## src/rtl/seq_signed_mpy.sv

```systemverilog
`default_nettype none
// ============================================================================
//  Module   : seq_signed_mpy
//  Purpose  : Multi-cycle shift-add multiplier, one multiplier bit per clock.
//             sgn=1 treats a/b as two's complement (MSB of b carries negative
//             weight), sgn=0 treats them as unsigned. start/busy/done handshake.
//  Options  : SEQ_MPY_ACC_EN - adds acc_clr input; product accumulates
//             (product = (acc_clr ? 0 : product) + a*b) on each completion.
//  Revision : 1.0 - initial release
// ============================================================================
module seq_signed_mpy #(
    parameter int W = 4
) (
    input  logic           clk,
    input  logic           rst_n,
    input  logic           start,
    input  logic           sgn,
    input  logic [W-1:0]   a,
    input  logic [W-1:0]   b,
`ifdef SEQ_MPY_ACC_EN
    input  logic           acc_clr,
`endif
    output logic           busy,
    output logic           done,
    output logic [2*W-1:0] product
);

    localparam int CW = (W > 1) ? $clog2(W) : 1;
    localparam logic [CW-1:0] LAST_STEP = CW'(W - 1);

    typedef enum logic [1:0] {
        IDLE = 2'd0,
        RUN  = 2'd1,
        DONE = 2'd2
    } state_t;

    state_t           state;
    logic [2*W-1:0]   mcand;      // a_ext << step, shifted left every step
    logic [W-1:0]     mplier;     // remaining multiplier bits, LSB is current
    logic             sgn_q;
    logic [2*W-1:0]   acc;
    logic [CW-1:0]    cnt;
`ifdef SEQ_MPY_ACC_EN
    logic             acc_clr_q;
`endif

    logic             accept;
    logic [2*W-1:0]   a_ext;
    logic [2*W-1:0]   addend;
    logic [2*W-1:0]   acc_next;

    // Operand extension, and the single shared add/subtract of the current step.
    // The last step of a signed operation subtracts: the multiplier MSB has weight -2^(W-1).
    always_comb begin
        accept   = start && (state != RUN);
        a_ext    = sgn ? {{W{a[W-1]}}, a} : {{W{1'b0}}, a};
        addend   = mplier[0] ? mcand : '0;
        acc_next = (sgn_q && (cnt == LAST_STEP)) ? (acc - addend) : (acc + addend);
    end

    // Control FSM and datapath registers; product is written only on the completing step.
    always_ff @(posedge clk or negedge rst_n) begin
        if (!rst_n) begin
            state     <= IDLE;
            busy      <= 1'b0;
            done      <= 1'b0;
            product   <= '0;
            mcand     <= '0;
            mplier    <= '0;
            sgn_q     <= 1'b0;
            acc       <= '0;
            cnt       <= '0;
`ifdef SEQ_MPY_ACC_EN
            acc_clr_q <= 1'b0;
`endif
        end else begin
            case (state)
                RUN: begin
                    acc    <= acc_next;
                    mcand  <= mcand << 1;
                    mplier <= mplier >> 1;
                    cnt    <= cnt + CW'(1);
                    if (cnt == LAST_STEP) begin
`ifdef SEQ_MPY_ACC_EN
                        product <= (acc_clr_q ? '0 : product) + acc_next;
`else
                        product <= acc_next;
`endif
                        done  <= 1'b1;
                        busy  <= 1'b0;
                        state <= DONE;
                    end
                end
                default: begin
                    // IDLE and DONE both accept a new request; done is a single-cycle pulse.
                    done <= 1'b0;
                    if (accept) begin
                        mcand     <= a_ext;
                        mplier    <= b;
                        sgn_q     <= sgn;
                        acc       <= '0;
                        cnt       <= '0;
`ifdef SEQ_MPY_ACC_EN
                        acc_clr_q <= acc_clr;
`endif
                        busy      <= 1'b1;
                        state     <= RUN;
                    end else begin
                        state <= IDLE;
                    end
                end
            endcase
        end
    end

endmodule
`default_nettype wire
```

## config.mk

```make
export PLATFORM = sky130hd
export DESIGN_NAME = seq_signed_mpy
export DESIGN_NICKNAME = d
export VERILOG_FILES = /design/src/rtl/seq_signed_mpy.sv
export SDC_FILE = /design/constraint.sdc
export NUM_CORES = 1
export LEC_CHECK = 0
export CORE_MARGIN = 1.5
export CORE_UTILIZATION = 31
export CTS_BUF_LIST = sky130_fd_sc_hd__clkbuf_16
export DETAILED_ROUTE_END_ITERATION = 10
export PLACE_DENSITY_LB_ADDON = 0.15
export REMOVE_ABC_BUFFERS = 1
export SLEW_MARGIN = 15
export SYNTH_ARGS = -nofsm -noshare
export SYNTH_HDL_FRONTEND = slang
export SYNTH_SLANG_ARGS = --single-unit
```

## constraint.sdc

```tcl
create_clock -name clk -period 3.5 [get_ports clk]
set_input_delay 0.35 -clock clk [delete_from_list [all_inputs] [get_ports clk]]
set_output_delay 0.35 -clock clk [all_outputs]
set_load 0.01 [all_outputs]
```

After elaboration in Yosys (flattened, before gate mapping). Cells that the tools add are included.

Bits in latches: 0. Memories kept: 0. Memory bits (writable): 0. Register bits: 35. Output and inout port bits: 10. Word-level logic and storage cells: 42. ROM bits: 0.

Bitwise logic cells: 1. Shift-type cells: 0. Mux-type cells: 19. Divide/modulo/power cells: 0. $add $sub $neg: 3. Multipliers: 0. Magnitude comparators: 0. Reductions and logical operators: 6. Eq/ne operators: 4.

Operator list (count): two-way mux 8 bit (7); adder 8 bit (1); two-way mux 2 bit (4); two-way mux 4 bit (2); subtractor 8 bit (1); two-way mux 1 bit (6); AND reduction 2 bit (3); adder 2 x 1 -> 2 bit (second input constant) (1); == test 2 x 1 -> 1 bit (second input constant) (1); == test 2 bit (second input constant) (1); logical AND 1 bit (2); inequality test 2 x 1 -> 1 bit (second input constant) (1); inequality test 2 bit (second input constant) (1); nonzero test 2 bit (1); NOT 1 bit (1).

Longest topological paths before layout.
Depth after elaboration: 4. Depth in mapped cells: 12. Depth with buffers taken out: 12.

Worst setup path before layout. No wires, ideal clock.

Path kind: reg-to-reg. Start: reg mcand[1]. End: reg acc[7]. Setup slack: 709 ps. Period minus slack after synthesis: 2791 ps. Arrival: 2664 ps. Required time: 3374 ps. Cell stages (with the launch flop): 12. Library setup time: 126 ps. Cells stage by stage: dfrtp_1 > or2_2 > or4_1 > o21ai_0 > xnor2_1 > nand2_1 > ha_1 > o21ai_0 > a32oi_1 > xor2_1 > nor3_1 > a311o_1.

Longest elaborated chain between the ends: 4. Elaborated cells on any way between the ends: 5.

Ends and longest elaborated chain: start, declared (RTL line 38) `logic [2*W-1:0] mcand;`; start signal, assigned (RTL line 80) `mcand <= mcand << 1;`; start signal, assigned (RTL line 98) `mcand <= a_ext;`; two-way mux 8 bit (*) (RTL line 57) `addend = mplier[0] ? mcand : '0;`; adder 8 bit or subtractor 8 bit (tied branches) (RTL line 58) `acc_next = (sgn_q && (cnt == LAST_STEP)) ? (acc - addend) : (acc + addend);`; two-way mux 8 bit (*) (RTL line 58); two-way mux 8 bit (*) (RTL line 77) `case (state)`; end signal, assigned (RTL line 79) `acc <= acc_next;`; end, declared (RTL line 41) `logic [2*W-1:0] acc;`.

Every way passes the cells marked *; elsewhere a longest branch is shown, timed or not. A chain may end at the register's enable or synchronous reset.

Worst setup path in the final report. Ends and elaborated chain as after synthesis.

==> reports/results.txt <==
outcome: completed
Final setup viols: 0
dpl hpwl: 2390 µm
row count: 27
reg-to-reg critical path startpoint: mcand[1]
met2 wire length: 1410 µm
average size of a mapped cell: 9.45 µm²
Critical Path Source Type: flip-flop
fmax: 0.338 GHz
core area: 5510 µm²
Max clock buf depth: 2
Hold Crit Class: reg -> reg
CP max FO: 5
total gr overflow: 0
distinct cell type count after synthesis: 30
ys flop type: dfrtp_1
Final Hold Viols: 0
Die Height: 78.7 µm
nets: 230
Worst Setup End Kind: flip-flop
wl on met1: 1740 µm
GRT Overall Usage: 13.0%
worst r2r dst: acc[7]
required time of the critical path: 3.65 ns
DR iter-0 viols: 47
worst-path cell with the longest stage delay: or4_1
Post-synth EDFFs: 0
Die X-Extent: 78.7 µm
period utilization: 84.6%
Worst R2R Setup Slack: 0.54 ns
final cell count without fillers: 281
starting density of the core: 32.3%
pwr/cell area: 1040 nW/µm²
CP peak stage delay: 0.42 ns
Num CTS Buffers: 5
CTS tree: built
most frequent CP cell: o21ai_0
Post-Synth Adder-Cell Area: 6.76%
Simple-Gate Fraction of Synth Area: 15.6%
CP startpoint: mcand[1]
worst slack at placement: 0.525 ns
share of cells above drive strength 1: 6.22%
proportion of synthesized area in mux cells: 6.34%
max-cap viol count: 0
via count: 1,293
Critical Path End: acc[7]
top sig layer: met4
per-cell routed wire length: 12.1 µm
Detailed Route WL: 3390 µm
Synth area leaders: dfrtp_1 48%, o21ai_0 7.9%, nand2_1 7.8%
fillcell total: 583
Hold WS: 0.475 ns
Clock Pin Slew Worst Setup and Hold Paths: 0.05 ns
H-Tree Depth: 2
Slew Viols, Final: 0
Via-to-Cell Ratio: 4.60
Area Overhead vs Synth: 23.4%
Placed Cells incl. Taps: 274
WP data arrival: 3.11 ns
xor and xnor area share after synthesis: 6.41%
antenna-violating nets left: 0
Setup Total Neg Slack: 0 ns
vias in the first global route: 1,301
Synth Warn #: 0
sequential area share after synthesis: 47.9%
Syn Inst Count: 188
Post CTS Setup Buffer Count: 0
FF+latch count, synth: 34
antenna violations before repair: 0
Inserted Diodes: 0
Detailed Routing Iterations Pass 1: 4
global-route wire length before repair: 6070 µm
LEAKAGE: 0.987 nW
headroom to the max-slew limit: 55.4%
Yosys top cell by area: dfrtp_1
crit path cell chain: or2_2 > or4_1 > o21ai_0 > xnor2_1 > nand2_1 > ha_1 > o21ai_0 > a32oi_1 > xor2_1 > nor3_1 > a311o_1
root buffer cell: clkbuf_16
final worst slack: 0.540 ns
I/O pin count: 22
Buffers on Ports: 21
asr flop ratio synth: 100%
Compound-Gate Fraction of Synth Area: 13.8%
Worst-Skew Late Latency: 0.27 ns
Clock Skews: 0.00355 ns
RSZ-0062 raised after global routing: false
final core occ: 39.8%
RD Place Congestion: 0.745
hold path depth: 2
metal3 WL: 145 µm
# DRC: 0
share of the synthesized area in the top cell type: 47.9%
VDD IR max: 0.382 mV
Post-CTS Resized: 0
post-layout min period: 2.96 ns
Slew @ Worst Pin: 0.668 ns
Hold-fix buffers, CTS: 0
CTS Sinks: 34
Cell Area, Synth: 1780 µm²
largest net degree at the start of global routing: 35
cells on worst reg2reg path: 11
Crit Path Category: reg -> reg
Die ar.: 6190 µm²
largest family of logic cells by synthesized area: simple AND/OR/NAND/NOR gates
==> sequential cells by signal (all words and copies together), names as in the netlist <==
| register | cells |
|---|---|
| sgn_q | 1 |
| mcand | 8 |
| busy | 1 |
| mplier | 4 |
| acc | 8 |
| state | 1 |
| cnt | 2 |
| product | 8 |
| done | 1 |
==> Yosys cell counts, types with 2 or more instances <==
master    instances
mux2_2            2
inv_1             6
a21oi_1           8
o21ai_0          28
nor2_1            4
a21o_1            2
ha_1              8
nand2b_1          4
nand2_1          37
xnor2_1           9
clkbuf_1          8
nand3_1           9
or4_1             2
dfrtp_1          34
mux2i_1           9
xor2_1            4
==> kinds of logic after synthesis <==
| family | Yosys count |
|---|---|
| multiplexers | 11 |
| XOR/XNOR | 13 |
| AO/OA/AOI/OAI | 44 |
| adder cells (fa/ha/maj) | 9 |
| AND/OR/NAND/NOR | 62 |
| buffers and inverters | 15 |
| flip-flops | 34 |
==> stage by stage <==
step,instance area [µm²],power (mW)
after global placement,2060,1.89
final,2190,2.28
after CTS,2190,2.32
after global routing,2190,2.52
after detailed placement,2060,1.90
after floorplan,1740,1.56
==> placed cells by master (no fill, tap or decap), types with 2 or more instances in the layout <==
master,count
a21o_1,2
a21oi_1,8
buf_4,2
clkbuf_16,5
clkdlybuf4s50_1,21
clkinv_2,2
dfrtp_1,34
ha_1,8
inv_1,6
mux2_2,2
mux2i_1,9
nand2_1,37
nand2b_1,4
nand3_1,9
nor2_1,4
o21ai_0,28
or4_1,2
xnor2_1,9
xor2_1,4
==> where the power goes <==
part           internal, mW  switching (mW)
logic                 0.552           0.603
clock network         0.256           0.149
registers             0.578           0.140
==> per-layer routing <==
layer	global-route usage (%)	up-vias
met3	3.56	7
met2	19.4	24
met1	17.0	578
li1	-	684
met4	6.96	0
met5	0	-
==> critical path, delay by kind of cell, from the launching register on <==
family | cells | cell delay, ns
AO/OA/AOI/OAI | 4 | 0.79
adder cells (fa/ha/maj) | 1 | 0.32
flip-flops | 1 | 0.41
XOR/XNOR | 2 | 0.40
AND/OR/NAND/NOR | 4 | 0.91
==> layout make-up <==
type	count	area [µm²]	share of cell area, %
Multi-Input combinational cell	139	868	39.6
Clock inverter	2	10.0	0.457
Clock buffer	5	125	5.71
Tap cell	72	90.1	4.11
Inverter	6	22.5	1.03
Sequential cell	34	851	38.8
Timing Repair Buffer	23	225	10.3
==> worst min-delay path by stage <==
stage,to,slack [ns],from
floorplan,acc[0],0.05,rst_n
global placement,product[0],0.46,product[0]
detailed placement,mplier[0],0.47,mplier[1]
CTS,product[0],0.48,product[0]
global route,product[5],0.51,product[5]
finish,product[6],0.47,product[6]
Power figures use the tool's default switching activity.
